<file path="src/rtl/fir_output_quantizer_pkg.sv">
// fir_output_quantizer_pkg
//   Shared FIR definitions: filter datapath widths, the default widths of the
//   output quantizer and the saturation limits of the quantized sample.
//   No ports; imported by the quantizer files.
package fir_output_quantizer_pkg;

    // Filter datapath: 16-bit samples times 16-bit coefficients summed over
    // 8 taps gives a 35-bit full-precision accumulator.
    localparam int FIR_DATA_WIDTH = 16;
    localparam int FIR_COEF_WIDTH = 16;
    localparam int FIR_TAPS       = 8;
    localparam int FIR_ACC_WIDTH  = FIR_DATA_WIDTH + FIR_COEF_WIDTH + $clog2(FIR_TAPS);

    // Output quantizer defaults.
    localparam int QUANT_IN_WIDTH   = FIR_ACC_WIDTH;
    localparam int QUANT_OUT_WIDTH  = 16;
    localparam int QUANT_FRAC_SHIFT = 15;
    localparam int QUANT_CNT_WIDTH  = 16;

    // Saturation limits of a QUANT_OUT_WIDTH signed sample.
    localparam logic [QUANT_OUT_WIDTH-1:0] QUANT_SAT_MAX = {1'b0, {(QUANT_OUT_WIDTH-1){1'b1}}};
    localparam logic [QUANT_OUT_WIDTH-1:0] QUANT_SAT_MIN = {1'b1, {(QUANT_OUT_WIDTH-1){1'b0}}};

endpackage

</file>
<file path="src/rtl/fir_output_quantizer_quant_skid_fifo.sv">
// quant_skid_fifo
//   Two-entry FIFO whose head is held in registers and drives the outputs
//   directly. Handshake on both sides: a word moves in a cycle where valid
//   and ready are both 1; valid never depends on ready of the same side.
//   Ports:
//     clk_i, rst_ni          clock, asynchronous active-low reset
//     in_valid_i/in_ready_o  write side handshake, in_data_i word
//     out_valid_o/out_ready_i read side handshake, out_data_o head word
module quant_skid_fifo
    import fir_output_quantizer_pkg::*;
#(
    parameter int W = QUANT_OUT_WIDTH + 1
) (
    input  logic         clk_i,
    input  logic         rst_ni,
    input  logic         in_valid_i,
    output logic         in_ready_o,
    input  logic [W-1:0] in_data_i,
    output logic         out_valid_o,
    input  logic         out_ready_i,
    output logic [W-1:0] out_data_o
);

    logic [W-1:0] head_q, head_d, tail_q, tail_d;
    logic         head_vld_q, head_vld_d, tail_vld_q, tail_vld_d;
    logic         push, pop;

    // A full FIFO still accepts when the head leaves in the same cycle.
    assign in_ready_o  = ~tail_vld_q | out_ready_i;
    assign out_valid_o = head_vld_q;
    assign out_data_o  = head_q;

    assign push = in_valid_i & in_ready_o;
    assign pop  = head_vld_q & out_ready_i;

    always_comb begin
        head_d     = head_q;
        tail_d     = tail_q;
        head_vld_d = head_vld_q;
        tail_vld_d = tail_vld_q;
        case ({head_vld_q, tail_vld_q})
            2'b00: begin
                if (push) begin
                    head_d     = in_data_i;
                    head_vld_d = 1'b1;
                end
            end
            2'b10: begin
                if (push && pop) begin
                    head_d = in_data_i;
                end else if (push) begin
                    tail_d     = in_data_i;
                    tail_vld_d = 1'b1;
                end else if (pop) begin
                    head_vld_d = 1'b0;
                end
            end
            2'b11: begin
                if (pop) begin
                    head_d = tail_q;
                    if (push) begin
                        tail_d = in_data_i;
                    end else begin
                        tail_vld_d = 1'b0;
                    end
                end
            end
            default: ;
        endcase
    end

    always_ff @(posedge clk_i or negedge rst_ni) begin
        if (!rst_ni) begin
            head_q     <= '0;
            tail_q     <= '0;
            head_vld_q <= 1'b0;
            tail_vld_q <= 1'b0;
        end else begin
            head_q     <= head_d;
            tail_q     <= tail_d;
            head_vld_q <= head_vld_d;
            tail_vld_q <= tail_vld_d;
        end
    end

endmodule

</file>
<file path="src/rtl/fir_output_quantizer.sv">
// fir_output_quantizer
//   Rounds (half-up) and saturates the full-precision FIR result to an
//   OUT_WIDTH sample. One stage-1 register feeds a 2-entry output FIFO whose
//   head drives the outputs. Counts saturated samples (sticky at all-ones).
//   Ports:
//     clk, reset (async, active-low)
//     in_data/in_valid/in_ready     input sample handshake
//     out_data/out_sat/out_valid/out_ready  output sample handshake
//     clr_count                     synchronous clear of sat_count
//     sat_count                     saturated-sample counter
module fir_output_quantizer
    import fir_output_quantizer_pkg::*;
#(
    parameter int IN_WIDTH   = QUANT_IN_WIDTH,
    parameter int OUT_WIDTH  = QUANT_OUT_WIDTH,
    parameter int FRAC_SHIFT = QUANT_FRAC_SHIFT,
    parameter int CNT_WIDTH  = QUANT_CNT_WIDTH
) (
    input  logic                        clk,
    input  logic                        reset,
    input  logic signed [IN_WIDTH-1:0]  in_data,
    input  logic                        in_valid,
    output logic                        in_ready,
    output logic signed [OUT_WIDTH-1:0] out_data,
    output logic                        out_sat,
    output logic                        out_valid,
    input  logic                        out_ready,
    input  logic                        clr_count,
    output logic [CNT_WIDTH-1:0]        sat_count
);

    localparam int EXT_W = IN_WIDTH + 1;
    localparam logic signed [IN_WIDTH:0] RND_HALF = EXT_W'(1) <<< (FRAC_SHIFT - 1);
    localparam logic signed [IN_WIDTH:0] R_MAX =
        {{(IN_WIDTH - OUT_WIDTH + 2){1'b0}}, {(OUT_WIDTH - 1){1'b1}}};
    localparam logic signed [IN_WIDTH:0] R_MIN =
        {{(IN_WIDTH - OUT_WIDTH + 2){1'b1}}, {(OUT_WIDTH - 1){1'b0}}};
    localparam logic [OUT_WIDTH-1:0] SAT_HI_CODE = {1'b0, {(OUT_WIDTH - 1){1'b1}}};
    localparam logic [OUT_WIDTH-1:0] SAT_LO_CODE = {1'b1, {(OUT_WIDTH - 1){1'b0}}};

    // Round/saturate, one extra bit so the rounding add never wraps.
    logic signed [IN_WIDTH:0] ext, sum, r;
    logic                     sat_hi, sat_lo, q_sat;
    logic [OUT_WIDTH-1:0]     q_data;

    assign ext    = {in_data[IN_WIDTH-1], in_data};
    assign sum    = ext + RND_HALF;
    assign r      = sum >>> FRAC_SHIFT;
    assign sat_hi = (r > R_MAX);
    assign sat_lo = (r < R_MIN);
    assign q_sat  = sat_hi | sat_lo;
    assign q_data = sat_hi ? SAT_HI_CODE : (sat_lo ? SAT_LO_CODE : r[OUT_WIDTH-1:0]);

    logic                 s1_valid_q, s1_valid_d, s1_sat_q, s1_sat_d;
    logic [OUT_WIDTH-1:0] s1_data_q, s1_data_d;
    logic [1:0]           occ_q, occ_d;
    logic [CNT_WIDTH-1:0] sat_cnt_q, sat_cnt_d;
    logic                 accept, out_fire, fifo_in_ready, s1_move;
    logic [OUT_WIDTH:0]   fifo_out;

    // occ counts stage-1 plus FIFO. Whenever occ < 3 and stage-1 is full,
    // the FIFO holds at most one word, so stage-1 drains in the same cycle
    // and a new sample can always be loaded.
    assign in_ready = (occ_q != 2'd3);
    assign accept   = in_valid & in_ready;
    assign out_fire = out_valid & out_ready;
    assign s1_move  = s1_valid_q & fifo_in_ready;

    always_comb begin
        s1_valid_d = s1_valid_q;
        s1_data_d  = s1_data_q;
        s1_sat_d   = s1_sat_q;
        if (accept) begin
            s1_valid_d = 1'b1;
            s1_data_d  = q_data;
            s1_sat_d   = q_sat;
        end else if (s1_move) begin
            s1_valid_d = 1'b0;
        end

        occ_d = occ_q;
        if (accept && !out_fire) begin
            occ_d = occ_q + 2'd1;
        end else if (!accept && out_fire) begin
            occ_d = occ_q - 2'd1;
        end

        // Clear beats a same-cycle saturating accept.
        sat_cnt_d = sat_cnt_q;
        if (clr_count) begin
            sat_cnt_d = '0;
        end else if (accept && q_sat && !(&sat_cnt_q)) begin
            sat_cnt_d = sat_cnt_q + CNT_WIDTH'(1);
        end
    end

    always_ff @(posedge clk or negedge reset) begin
        if (!reset) begin
            s1_valid_q <= 1'b0;
            s1_data_q  <= '0;
            s1_sat_q   <= 1'b0;
            occ_q      <= 2'd0;
            sat_cnt_q  <= '0;
        end else begin
            s1_valid_q <= s1_valid_d;
            s1_data_q  <= s1_data_d;
            s1_sat_q   <= s1_sat_d;
            occ_q      <= occ_d;
            sat_cnt_q  <= sat_cnt_d;
        end
    end

    quant_skid_fifo #(
        .W(OUT_WIDTH + 1)
    ) u_fifo (
        .clk_i      (clk),
        .rst_ni     (reset),
        .in_valid_i (s1_valid_q),
        .in_ready_o (fifo_in_ready),
        .in_data_i  ({s1_sat_q, s1_data_q}),
        .out_valid_o(out_valid),
        .out_ready_i(out_ready),
        .out_data_o (fifo_out)
    );

    assign out_sat   = fifo_out[OUT_WIDTH];
    assign out_data  = fifo_out[OUT_WIDTH-1:0];
    assign sat_count = sat_cnt_q;

endmodule

</file>
<file path="config.mk">
export PLATFORM = sky130hd
export DESIGN_NAME = fir_output_quantizer
export DESIGN_NICKNAME = d
export VERILOG_FILES = /design/src/rtl/fir_output_quantizer_pkg.sv /design/src/rtl/fir_output_quantizer_quant_skid_fifo.sv /design/src/rtl/fir_output_quantizer.sv
export SDC_FILE = /design/constraint.sdc
export NUM_CORES = 1
export LEC_CHECK = 0
export ABC_AREA = 1
export ABC_CLOCK_PERIOD_IN_PS = 4900
export BUFFER_PORTS_ARGS = -buffer_cell sky130_fd_sc_hd__buf_2
export CORE_ASPECT_RATIO = 1.1
export CORE_MARGIN = 10
export CORE_UTILIZATION = 60
export DETAILED_ROUTE_END_ITERATION = 10
export PLACE_DENSITY = 0.95
export SLEW_MARGIN = 0
export SYNTH_ARGS = -nofsm -noshare
export SYNTH_HDL_FRONTEND = slang
export SYNTH_SLANG_ARGS = --single-unit
</file>
<file path="constraint.sdc">
create_clock -name clk -period 4.9 [get_ports clk]
set_clock_uncertainty 0.05 [all_clocks]
set_input_delay 0.49 -clock clk [delete_from_list [all_inputs] [get_ports clk]]
set_output_delay 0.49 -clock clk [all_outputs]
set_load 0.05 [all_outputs]
</file>
==> results of run 1 <==
[critical path, stage by stage, from the launching register on]
cell	delay, ps
dfrtp_1	760
nand2_1	520
o21ai_0	200
inv_1	90
a21oi_2	930
nor2_1	120
a31oi_1	220
[state kept, by name, summed over array words and instances (netlist names)]
signal / count
u_fifo.tail_q: 17
sat_count: 16
occ_q: 2
s1_valid_q: 1
s1_sat_q: 1
s1_data_q: 16
u_fifo.tail_vld_q: 1
u_fifo.out_valid_o: 1
u_fifo.out_data_o: 17
[area by class of cell]
class,instances,share of cell area [%]
Sequential cell,72,40.0
Multi-Input combinational cell,381,42.7
Clock buffer,11,3.14
Inverter,47,3.92
Clock inverter,5,0.722
Timing Repair Buffer,63,7.22
Tap cell,82,2.28
[placed cells by master (no fill, tap or decap), drive strengths merged]
cell type,count
nand2,150
dfrtp,72
nor2,70
buf,62
nand3,58
inv,46
o21ai,28
a31oi,17
a22oi,15
xor2,13
clkbuf,11
xnor2,8
clkinv,6
nor3,4
a21oi,4
nor3b,3
ha,3
nand3b,2
or2,2
o2111ai,1
nor4,1
a31o,1
o211ai,1
dlygate4sd3,1
[repair_timing]
item                      CTS  global route
setup buffers               0             0
hold endpoints to repair   10             0
hold buffers                1             0
[logic make-up after synthesis]
logic type / after synthesis / share of synthesized area (%)
AND/OR/NAND/NOR: 290 / 32.0
flip-flops: 72 / 45.3
adder cells (fa/ha/maj): 3 / 0.944
XOR/XNOR: 21 / 4.63
AO/OA/AOI/OAI: 67 / 10.5
buffers and inverters: 66 / 6.58
[per-stage QoR]
step | instances | area (um2) | total power [uW] | hold slack (ps)
2_1_floorplan | 519 | 3980 | 1740 | 144
3_3_place_gp | 644 | 4320 | 1940 | 335
3_5_place_dp | 644 | 4320 | 2010 | 340
4_1_cts | 661 | 4500 | 2440 | 423
5_1_grt | 661 | 4500 | 2590 | 459
6_report | 661 | 4500 | 2440 | 434
[path summary, 6_finish.rpt]
path                                             end  cells past startpoint         startpoint  slack (ps)
worst max-delay path            u_fifo.out_data_o[7]                      6  u_fifo.tail_vld_q        1930
worst min-delay path                    s1_data_q[9]                      4        in_data[24]         430
worst max register to register  u_fifo.out_data_o[7]                      6  u_fifo.tail_vld_q        1930
worst min register to register     u_fifo.tail_q[12]                      2  u_fifo.tail_q[12]         440
max in group asynchronous               sat_count[7]                      3              reset        3270
min in group asynchronous               sat_count[9]                      2              reset         500
[metal layers]
metal / track usage (%) / wire [um] / vias to the layer above
met2: 30.7 / 4760 / 137
met4: 8.63 / 225 / 0
li1: - / - / 1803
met3: 4.57 / 679 / 21
met5: 0 / 0 / -
met1: 22.0 / 3940 / 1681
[power by group through the flow]
| stage | Clock [uW] | Sequential (uW) | Combinational [uW] |
|---|---|---|---|
| after detailed placement | 0 | 982 | 1030 |
| after floorplan | 0 | 1200 | 545 |
| after global placement | 0 | 963 | 974 |
| after global routing | 446 | 1000 | 1140 |
| after CTS | 423 | 974 | 1050 |
| final | 421 | 977 | 1040 |
==> results_dict.tcl, run 1 <==
set metrics [dict create \
    die_w_um 97.6 \
    cts.sinks 72 \
    startpoint_type "flop" \
    grt_usage_pct 18.5 \
    yosysTopAreaCellShare_pct 45.3 \
    seqPwrFrac_pct 40.0 \
    clk_latency_ps 350 \
    synthToLayoutAreaGrowth_pct 13.2 \
    synth_commonest_cells "nand2_1 (146), dfrtp_1 (72), nor2_1 (63), nand3_1 (56), inv_1 (45)" \
    crit_required_ps 5110 \
    avgSynthCellArea_um2 7.66 \
    drt-initial-drc-count 225 \
    post_drt_wl_per_cell_um 14.5 \
    rows 31 \
    switching_share_pct 46.6 \
    dp_hpwl_mm 7.10 \
    combPwrFrac_pct 42.7 \
    synth_ff_type "dfrtp_1" \
    critical_path_peak_fanout 34 \
    postRouteAntennaNets 0 \
    yosys_warnings 0 \
    root_buffer "clkbuf_8" \
    design.core.area_mm2 0.00652 \
    setup_ws_ps 1930 \
    antenna_cells 0 \
    ys_ff_latch 72 \
    pre_cts_ws_ps 2020 \
    initial_core_util_pct 61.0 \
    routabilityCongestion 0.866 \
    grt_max_degree 63 \
    mappedNetlistArea_mm2 0.00398 \
    pwr-share-clk_pct 17.3 \
    fin_crit_ps 2970 \
    clock_path_buffers 2 \
    critPathKind "reg2reg" \
    layout-drive-gt1-share_pct 16.9 \
    ys_types 35 \
    arrival_ps 3180 \
    utilization_pct 69.1 \
    max_freq_mhz 337 \
    ir_drop_uv 417 \
    antenna_found_initial 0 \
    seq_area_mm2 0.00180 \
    final_nets 617 \
    postSynth.asyncResetShare_pct 100 \
    intPower_uw 1300 \
    ctsResizeCount 0 \
    grt_pass1_wl_mm 16.3 \
    hold_viol_final 0 \
    dieArea_mm2 0.0103 \
    vias 3642 \
    tritoncts "yes" \
    synth_top_cell_by_area "dfrtp_1" \
    viasPerCell 5.51 \
    synth_edf_count 0 \
    endpoint_kind "flop" \
    finalSetupViolations 0 \
    cts_buffers 9 \
    cap_violations 0 \
    remaining_drc_errors 0 \
    setup_tns_ps 0 \
    hold_class "in2reg" \
    grt_overflow 0 \
    synth_most_common_cell "nand2_1" \
    clkTransAtPathRegs_ps 80 \
    p_sw_uw 1140 \
    grt_setup_unrepaired "false" \
    multiInputGateArea_mm2 0.00192 \
    ys_seq_area_share_pct 45.3 \
    worst_pin_slew_ps 1290 \
    status "complete, no violations" \
    grt_pass1_vias 3638 \
    slew_headroom_pct 13.8 \
    dr.pass1.iters 7 \
    fin_crit_sh_pct 60.6 \
    powerDensity_mw_per_mm2 542 \
    leakage_uw 0.00224 \
    synth.area.top_cells "dfrtp_1 (45%), nand2_1 (14%), nand3_1 (7.0%)" \
    fp.dieH_um 105 \
    htree_levels 3 \
    fill_cells 491 \
    drt-total-wl_mm 9.61 \
    io-pin-count 75 \
    synthesis.nets 562 \
    placement.io_buffers 60 \
    finalMaxSlewViolations 0 \
    synth_cells 519 \
]
Power figures use the tool's default switching activity.
==> inputs of run 2 (changes only) <==
--- a/config.mk
+++ b/config.mk
@@ -6,13 +6,13 @@
 export NUM_CORES = 1
 export LEC_CHECK = 0
 export ABC_AREA = 1
-export ABC_CLOCK_PERIOD_IN_PS = 4900
+export ABC_CLOCK_PERIOD_IN_PS = 2700
 export BUFFER_PORTS_ARGS = -buffer_cell sky130_fd_sc_hd__buf_2
 export CORE_ASPECT_RATIO = 1.1
 export CORE_MARGIN = 10
-export CORE_UTILIZATION = 60
+export CORE_UTILIZATION = 50
 export DETAILED_ROUTE_END_ITERATION = 10
-export PLACE_DENSITY = 0.95
+export PLACE_DENSITY = 0.86
 export SLEW_MARGIN = 0
 export SYNTH_ARGS = -nofsm -noshare
 export SYNTH_HDL_FRONTEND = slang
==> constraint.sdc (replaced) <==
create_clock -name clk -period 2.7 [get_ports clk]
set_clock_uncertainty 0.05 [all_clocks]
set_input_delay 0.27 -clock clk [delete_from_list [all_inputs] [get_ports clk]]
set_output_delay 0.27 -clock clk [all_outputs]
set_load 0.05 [all_outputs]
==> run 2 against run 1 <==
Power grew 85%. Clock power is 110% higher. Global-route usage down 2.7 points. Sequential share of layout area down 0.90 points. Combinational power increased by 77%. Core utilization down 10 points. Critical path type unchanged. Critical endpoint is now sat_count[8]. Largest power group unchanged. Highest routed layer unchanged.
==> results_dict.tcl, run 2 (same netlist as run 1, synthesis figures left out) <==
set metrics [dict create \
    critPathKind "reg2reg" \
    dieArea_mm2 0.0119 \
    viasPerCell 5.15 \
    powerDensity_mw_per_mm2 980 \
    cts_buffers 9 \
    whs_ps 205 \
    cpPeakStageDelay_ps 450 \
    hold_class "in2reg" \
    startpoint_type "flop" \
    placement.io_buffers 60 \
    fp.dieH_um 114 \
    worst_r2r_endpoint "sat_count[8]" \
    grt_usage_pct 15.7 \
    leakage_uw 0.00227 \
    antenna_found_initial 0 \
    clkTransAtPathRegs_ps 90 \
    cap_violations 0 \
    cts.sinks 72 \
    initial_core_util_pct 50.8 \
    fin_crit_sh_pct 81.0 \
    status "complete, no violations" \
    die_w_um 105 \
    postPlaceCellArea_mm2 0.00440 \
    max_freq_mhz 457 \
    postRouteAntennaNets 0 \
    drt-initial-drc-count 282 \
    grt_pass1_wl_mm 15.9 \
    post_cts_buffers 0 \
    pre_cts_ws_ps 341 \
    crit_required_ps 2890 \
    critical_path_peak_fanout 17 \
    crit_chain "ha_1, nand2_1, nor2_1, nand2_1, nor2_1, inv_1, nor2_1, nand3b_1, nand3_4, nand2_4, nand2_1, nand2_1" \
    io-pin-count 75 \
    tritoncts "yes" \
    drt-total-wl_mm 9.24 \
    mostFrequentLayoutCell "nand2_1" \
    arrival_ps 2370 \
    setup_tns_ps 0 \
    timing.rr.start "sat_count[0]" \
    final_area_mm2 0.00461 \
    grt_setup_unrepaired "false" \
    endpoint_kind "flop" \
    finalMaxSlewViolations 0 \
    worst_pin_slew_ps 678 \
    ir_drop_uv 377 \
    slew_headroom_pct 54.8 \
    finalSetupViolations 0 \
    hold_viol_final 0 \
    fin_crit_ps 2190 \
    r2r_setup_slack_ps 510 \
    hold_path_depth 4 \
    grt_max_degree 35 \
    vias 3568 \
    design.core.area_mm2 0.00783 \
    setup_ws_ps 514 \
    final_cell_mix "nand2_1 (146), dfrtp_1 (72), nor2_1 (63)" \
    remaining_drc_errors 0 \
    dp_hpwl_mm 7.00 \
    antenna_cells 0 \
    post_drt_wl_per_cell_um 13.3 \
    rows 34 \
    utilization_pct 58.9 \
    hold_start "out_ready" \
    dr.pass1.iters 5 \
    clk_latency_ps 350 \
    layout-drive-gt1-share_pct 17.9 \
    rr_worst_depth 12 \
    htree_levels 3 \
    root_buffer "clkbuf_8" \
    clock_path_buffers 2 \
    grt_overflow 0 \
    min_to "u_fifo.out_valid_o" \
    cp_common_cell "nand2_1" \
    grt_pass1_vias 3424 \
    final_nets 623 \
    synthToLayoutAreaGrowth_pct 15.9 \
    routabilityCongestion 0.914 \
    crit_slowest_cell "dfrtp_1" \
]
## run 2: cell types whose count changed in the layout (fill, tap and decap cells not counted), sizes merged
cell,previous run,this run
buf,62,68
bufinv,0,1
clkbuf,11,9
clkinv,6,2
clkinvlp,0,2
inv,46,49
## run 2: per-stage QoR
stage / power, uW / instances
final: 4510 / 693
after CTS: 4540 / 693
after global placement: 3560 / 676
after detailed placement: 3670 / 676
after floorplan: 3160 / 519
after global routing: 4840 / 693
## run 2: final cells by class
cell class                 instances  area [um2]
tap                              108         135
clock inverter                     7        76.3
multi-input combinational        381        1920
fill                             704        3220
timing repair buffer              69         370
clock buffer                       9         124
inverter                          47         176
sequential                        72        1800
## run 2: repair_timing
action	CTS	global route
setup endpoints to repair	0	0
hold endpoints to repair	14	0
hold buffers	1	0
resized for setup	0	0
## run 2: how the worst max path moves through the flow
stage,from,end
final,sat_count[0],sat_count[8]
after floorplan,sat_count[0],sat_count[2]
after CTS,sat_count[0],sat_count[14]
after global routing,sat_count[0],sat_count[9]
after detailed placement,in_data[14],sat_count[0]
after global placement,in_data[14],sat_count[12]
## run 2: metal layers
layer | wire [um] | GRT usage, %
met3 | 497 | 3.50
met2 | 4450 | 25.8
met1 | 4180 | 19.9
met4 | 110 | 5.77
met5 | 0 | 0
## run 2: report_power, final
group          switching [uW]  leakage (uW)  internal (uW)
registers                 321      0.000851           1490
clock network             432     0.0000966            434
logic                    1300       0.00133            542
total                    2050       0.00227           2460
## run 2: critical path, delay by kind of cell, from the launching register on
family,cells,cell delay [ps]
flops,1,450
simple gates,10,1280
fa+ha+maj,1,230
buf+inv,1,50
==> inputs of run 3 (changes only) <==
--- a/config.mk
+++ b/config.mk
@@ -6,7 +6,7 @@
 export NUM_CORES = 1
 export LEC_CHECK = 0
 export ABC_AREA = 1
-export ABC_CLOCK_PERIOD_IN_PS = 2700
+export ABC_CLOCK_PERIOD_IN_PS = 1910
 export BUFFER_PORTS_ARGS = -buffer_cell sky130_fd_sc_hd__buf_2
 export CORE_ASPECT_RATIO = 1.1
 export CORE_MARGIN = 10
==> constraint.sdc (replaced) <==
create_clock -name clk -period 1.91 [get_ports clk]
set_clock_uncertainty 0.05 [all_clocks]
set_input_delay 0.191 -clock clk [delete_from_list [all_inputs] [get_ports clk]]
set_output_delay 0.191 -clock clk [all_outputs]
set_load 0.05 [all_outputs]
==> run 3 against run 2 <==
Cell area increased by 7.0%. Via count increased by 7.5%. Routed wire length increased by 12%. Setup slack got worse by 470 ps. Register-to-register slack got worse by 470 ps. Critical path type unchanged. Critical endpoint is now sat_count[5]. Largest cell class unchanged. Largest power group unchanged.
==> results_dict.tcl, run 3 (same netlist as run 1, synthesis figures left out) <==
set metrics [dict create \
    ir_drop_uv 510 \
    mostFrequentLayoutCell "nand2_1" \
    grt_usage_pct 16.4 \
    switching_share_pct 44.3 \
    fill_cells 661 \
    clkTransAtPathRegs_ps 80 \
    crit_slowest_cell "dfrtp_2" \
    finalMaxSlewViolations 0 \
    crit_required_ps 2150 \
    met1_length_mm 4.29 \
    met2WireLength_mm 5.22 \
    die_w_um 105 \
    root_buffer "clkbuf_8" \
    placement.io_buffers 60 \
    hold_class "in2reg" \
    crit_chain "ha_4, nand2_4, nor2_4, nand2_2, nor2_1, inv_1, nor2_2, nand3b_1, nand3_4, clkbuf_16, nand3_1, nand2_1" \
    fin_crit_ps 1870 \
    htree_levels 3 \
    remaining_drc_errors 0 \
    vias 3835 \
    dieArea_mm2 0.0119 \
    p_total_uw 6770 \
    drt-total-wl_mm 10.3 \
    grt_pass1_wl_mm 16.4 \
    timing.rr.start "sat_count[0]" \
    p_sw_uw 2990 \
    clk_latency_ps 360 \
    io-pin-count 75 \
    pre_cts_ws_ps -111 \
    grt_pass1_vias 3605 \
    worst-path-stages 12 \
    initial_core_util_pct 50.8 \
    cts_buffers 9 \
    fin_crit_sh_pct 97.8 \
    path_delay_family "simple AND/OR/NAND/NOR gates" \
    dr.pass1.iters 5 \
    arrival_ps 2110 \
    drt-initial-drc-count 283 \
    cpPeakStageDelay_ps 390 \
    antenna_found_initial 0 \
    seqPwrFrac_pct 37.0 \
    wl_met3_um 648 \
    final_cell_mix "nand2_1 (141), dfrtp_1 (66), nor2_1 (61)" \
    final_nets 647 \
    cap_violations 0 \
    antenna_cells 0 \
    hold_start "out_ready" \
    intPower_uw 3770 \
    pwr-share-clk_pct 20.2 \
    critPathKind "reg2reg" \
    synthToLayoutAreaGrowth_pct 24.0 \
    slew_headroom_pct 70.5 \
    routabilityCongestion 0.985 \
    routed.top_layer "met4" \
    layout-drive-gt1-share_pct 24.0 \
    worst_pin_slew_ps 443 \
    design.core.area_mm2 0.00783 \
    postPlaceCellArea_mm2 0.00458 \
    leakage_uw 0.00243 \
    endpoint_kind "flop" \
    setup_ws_ps 41.1 \
    hold_path_depth 4 \
    clock_path_buffers 2 \
    max_freq_mhz 535 \
    cp-startpoint "sat_count[0]" \
    hold_viol_final 0 \
    finalSetupViolations 0 \
    cts.sinks 72 \
    powerDensity_mw_per_mm2 1370 \
    path_buf_inv 2 \
    grt_setup_unrepaired "true" \
    combPwrFrac_pct 42.8 \
    postRouteAntennaNets 0 \
    post_drt_wl_per_cell_um 14.4 \
    rows 34 \
    tritoncts "yes" \
    rr_worst_depth 12 \
    grt_max_degree 56 \
    dp_hpwl_mm 7.27 \
    fp.dieH_um 114 \
    viasPerCell 5.35 \
    critical_path_peak_fanout 8 \
    final_area_mm2 0.00493 \
    whs_ps 133 \
    startpoint_type "flop" \
    grt_overflow 0 \
    status "complete, no violations" \
]
## run 3: cell count changes in the layout (fill, tap and decap cells not counted), moves of 3 or more
cell | previous run | this run
nand2_2 | 2 | 6
nand2_1 | 146 | 141
nand3_2 | 1 | 4
dfrtp_2 | 0 | 6
dfrtp_1 | 72 | 66
nand3_1 | 56 | 53
buf_4 | 8 | 28
## run 3: timing repair
item / in CTS / in global routing
endpoints found under the hold margin: 17 / 0
setup endpoints to repair: 0 / 16
hold buffers: 1 / 0
gates resized for setup: 0 / 10
setup buffers: 0 / 4
## run 3: stage by stage
step                      instances  utilization [%]  setup TNS (ps)
after floorplan                 519                -            -852
after global placement          694             58.6            -808
after detailed placement        694             58.6           -2660
after CTS                       711             61.6               0
after global routing            717             63.0            -430
final                           717             63.0               0
## run 3: worst paths after layout
check / end / slack, ps
setup / recovery: sat_count[5] / 40
hold / removal: u_fifo.out_valid_o / 130
setup reg to reg: sat_count[5] / 40
hold reg to reg: u_fifo.tail_q[6] / 440
max in group asynchronous: u_fifo.out_data_o[14] / 920
min in group asynchronous: sat_count[3] / 250
## run 3: final cells by class
type	count	area (um2)	share of cell area [%]
Timing Repair Buffer	92	586	11.9
Inverter	47	176	3.58
Sequential cell	72	1810	36.7
Tap cell	108	135	2.74
Clock buffer	9	124	2.51
Multi-Input combinational cell	382	2000	40.5
Clock inverter	7	101	2.06
## run 3: power groups by stage
stage / sequential, uW / combinational, uW / clock [uW]
6_report: 2500 / 2890 / 1370
5_1_grt: 2570 / 3210 / 1450
4_1_cts: 2510 / 2820 / 1360
3_5_place_dp: 2530 / 2810 / 0
3_3_place_gp: 2500 / 2710 / 0
2_1_floorplan: 3090 / 1410 / 0
## run 3: worst reg2reg max path: stages (launching register included)
cell and delay [ps]:
dfrtp_2 390, ha_4 160, nand2_4 60, nor2_4 100
nand2_2 60, nor2_1 100, inv_1 70, nor2_2 130
nand3b_1 140, nand3_4 200, clkbuf_16 190, nand3_1 60
nand2_1 80
## run 3: per-layer routing
layer  track usage, %  vias to the layer above
met5                0                        -
met4             4.95                        0
met3             4.46                       18
met2             29.7                      137
met1             18.4                     1821
li1                 -                     1859
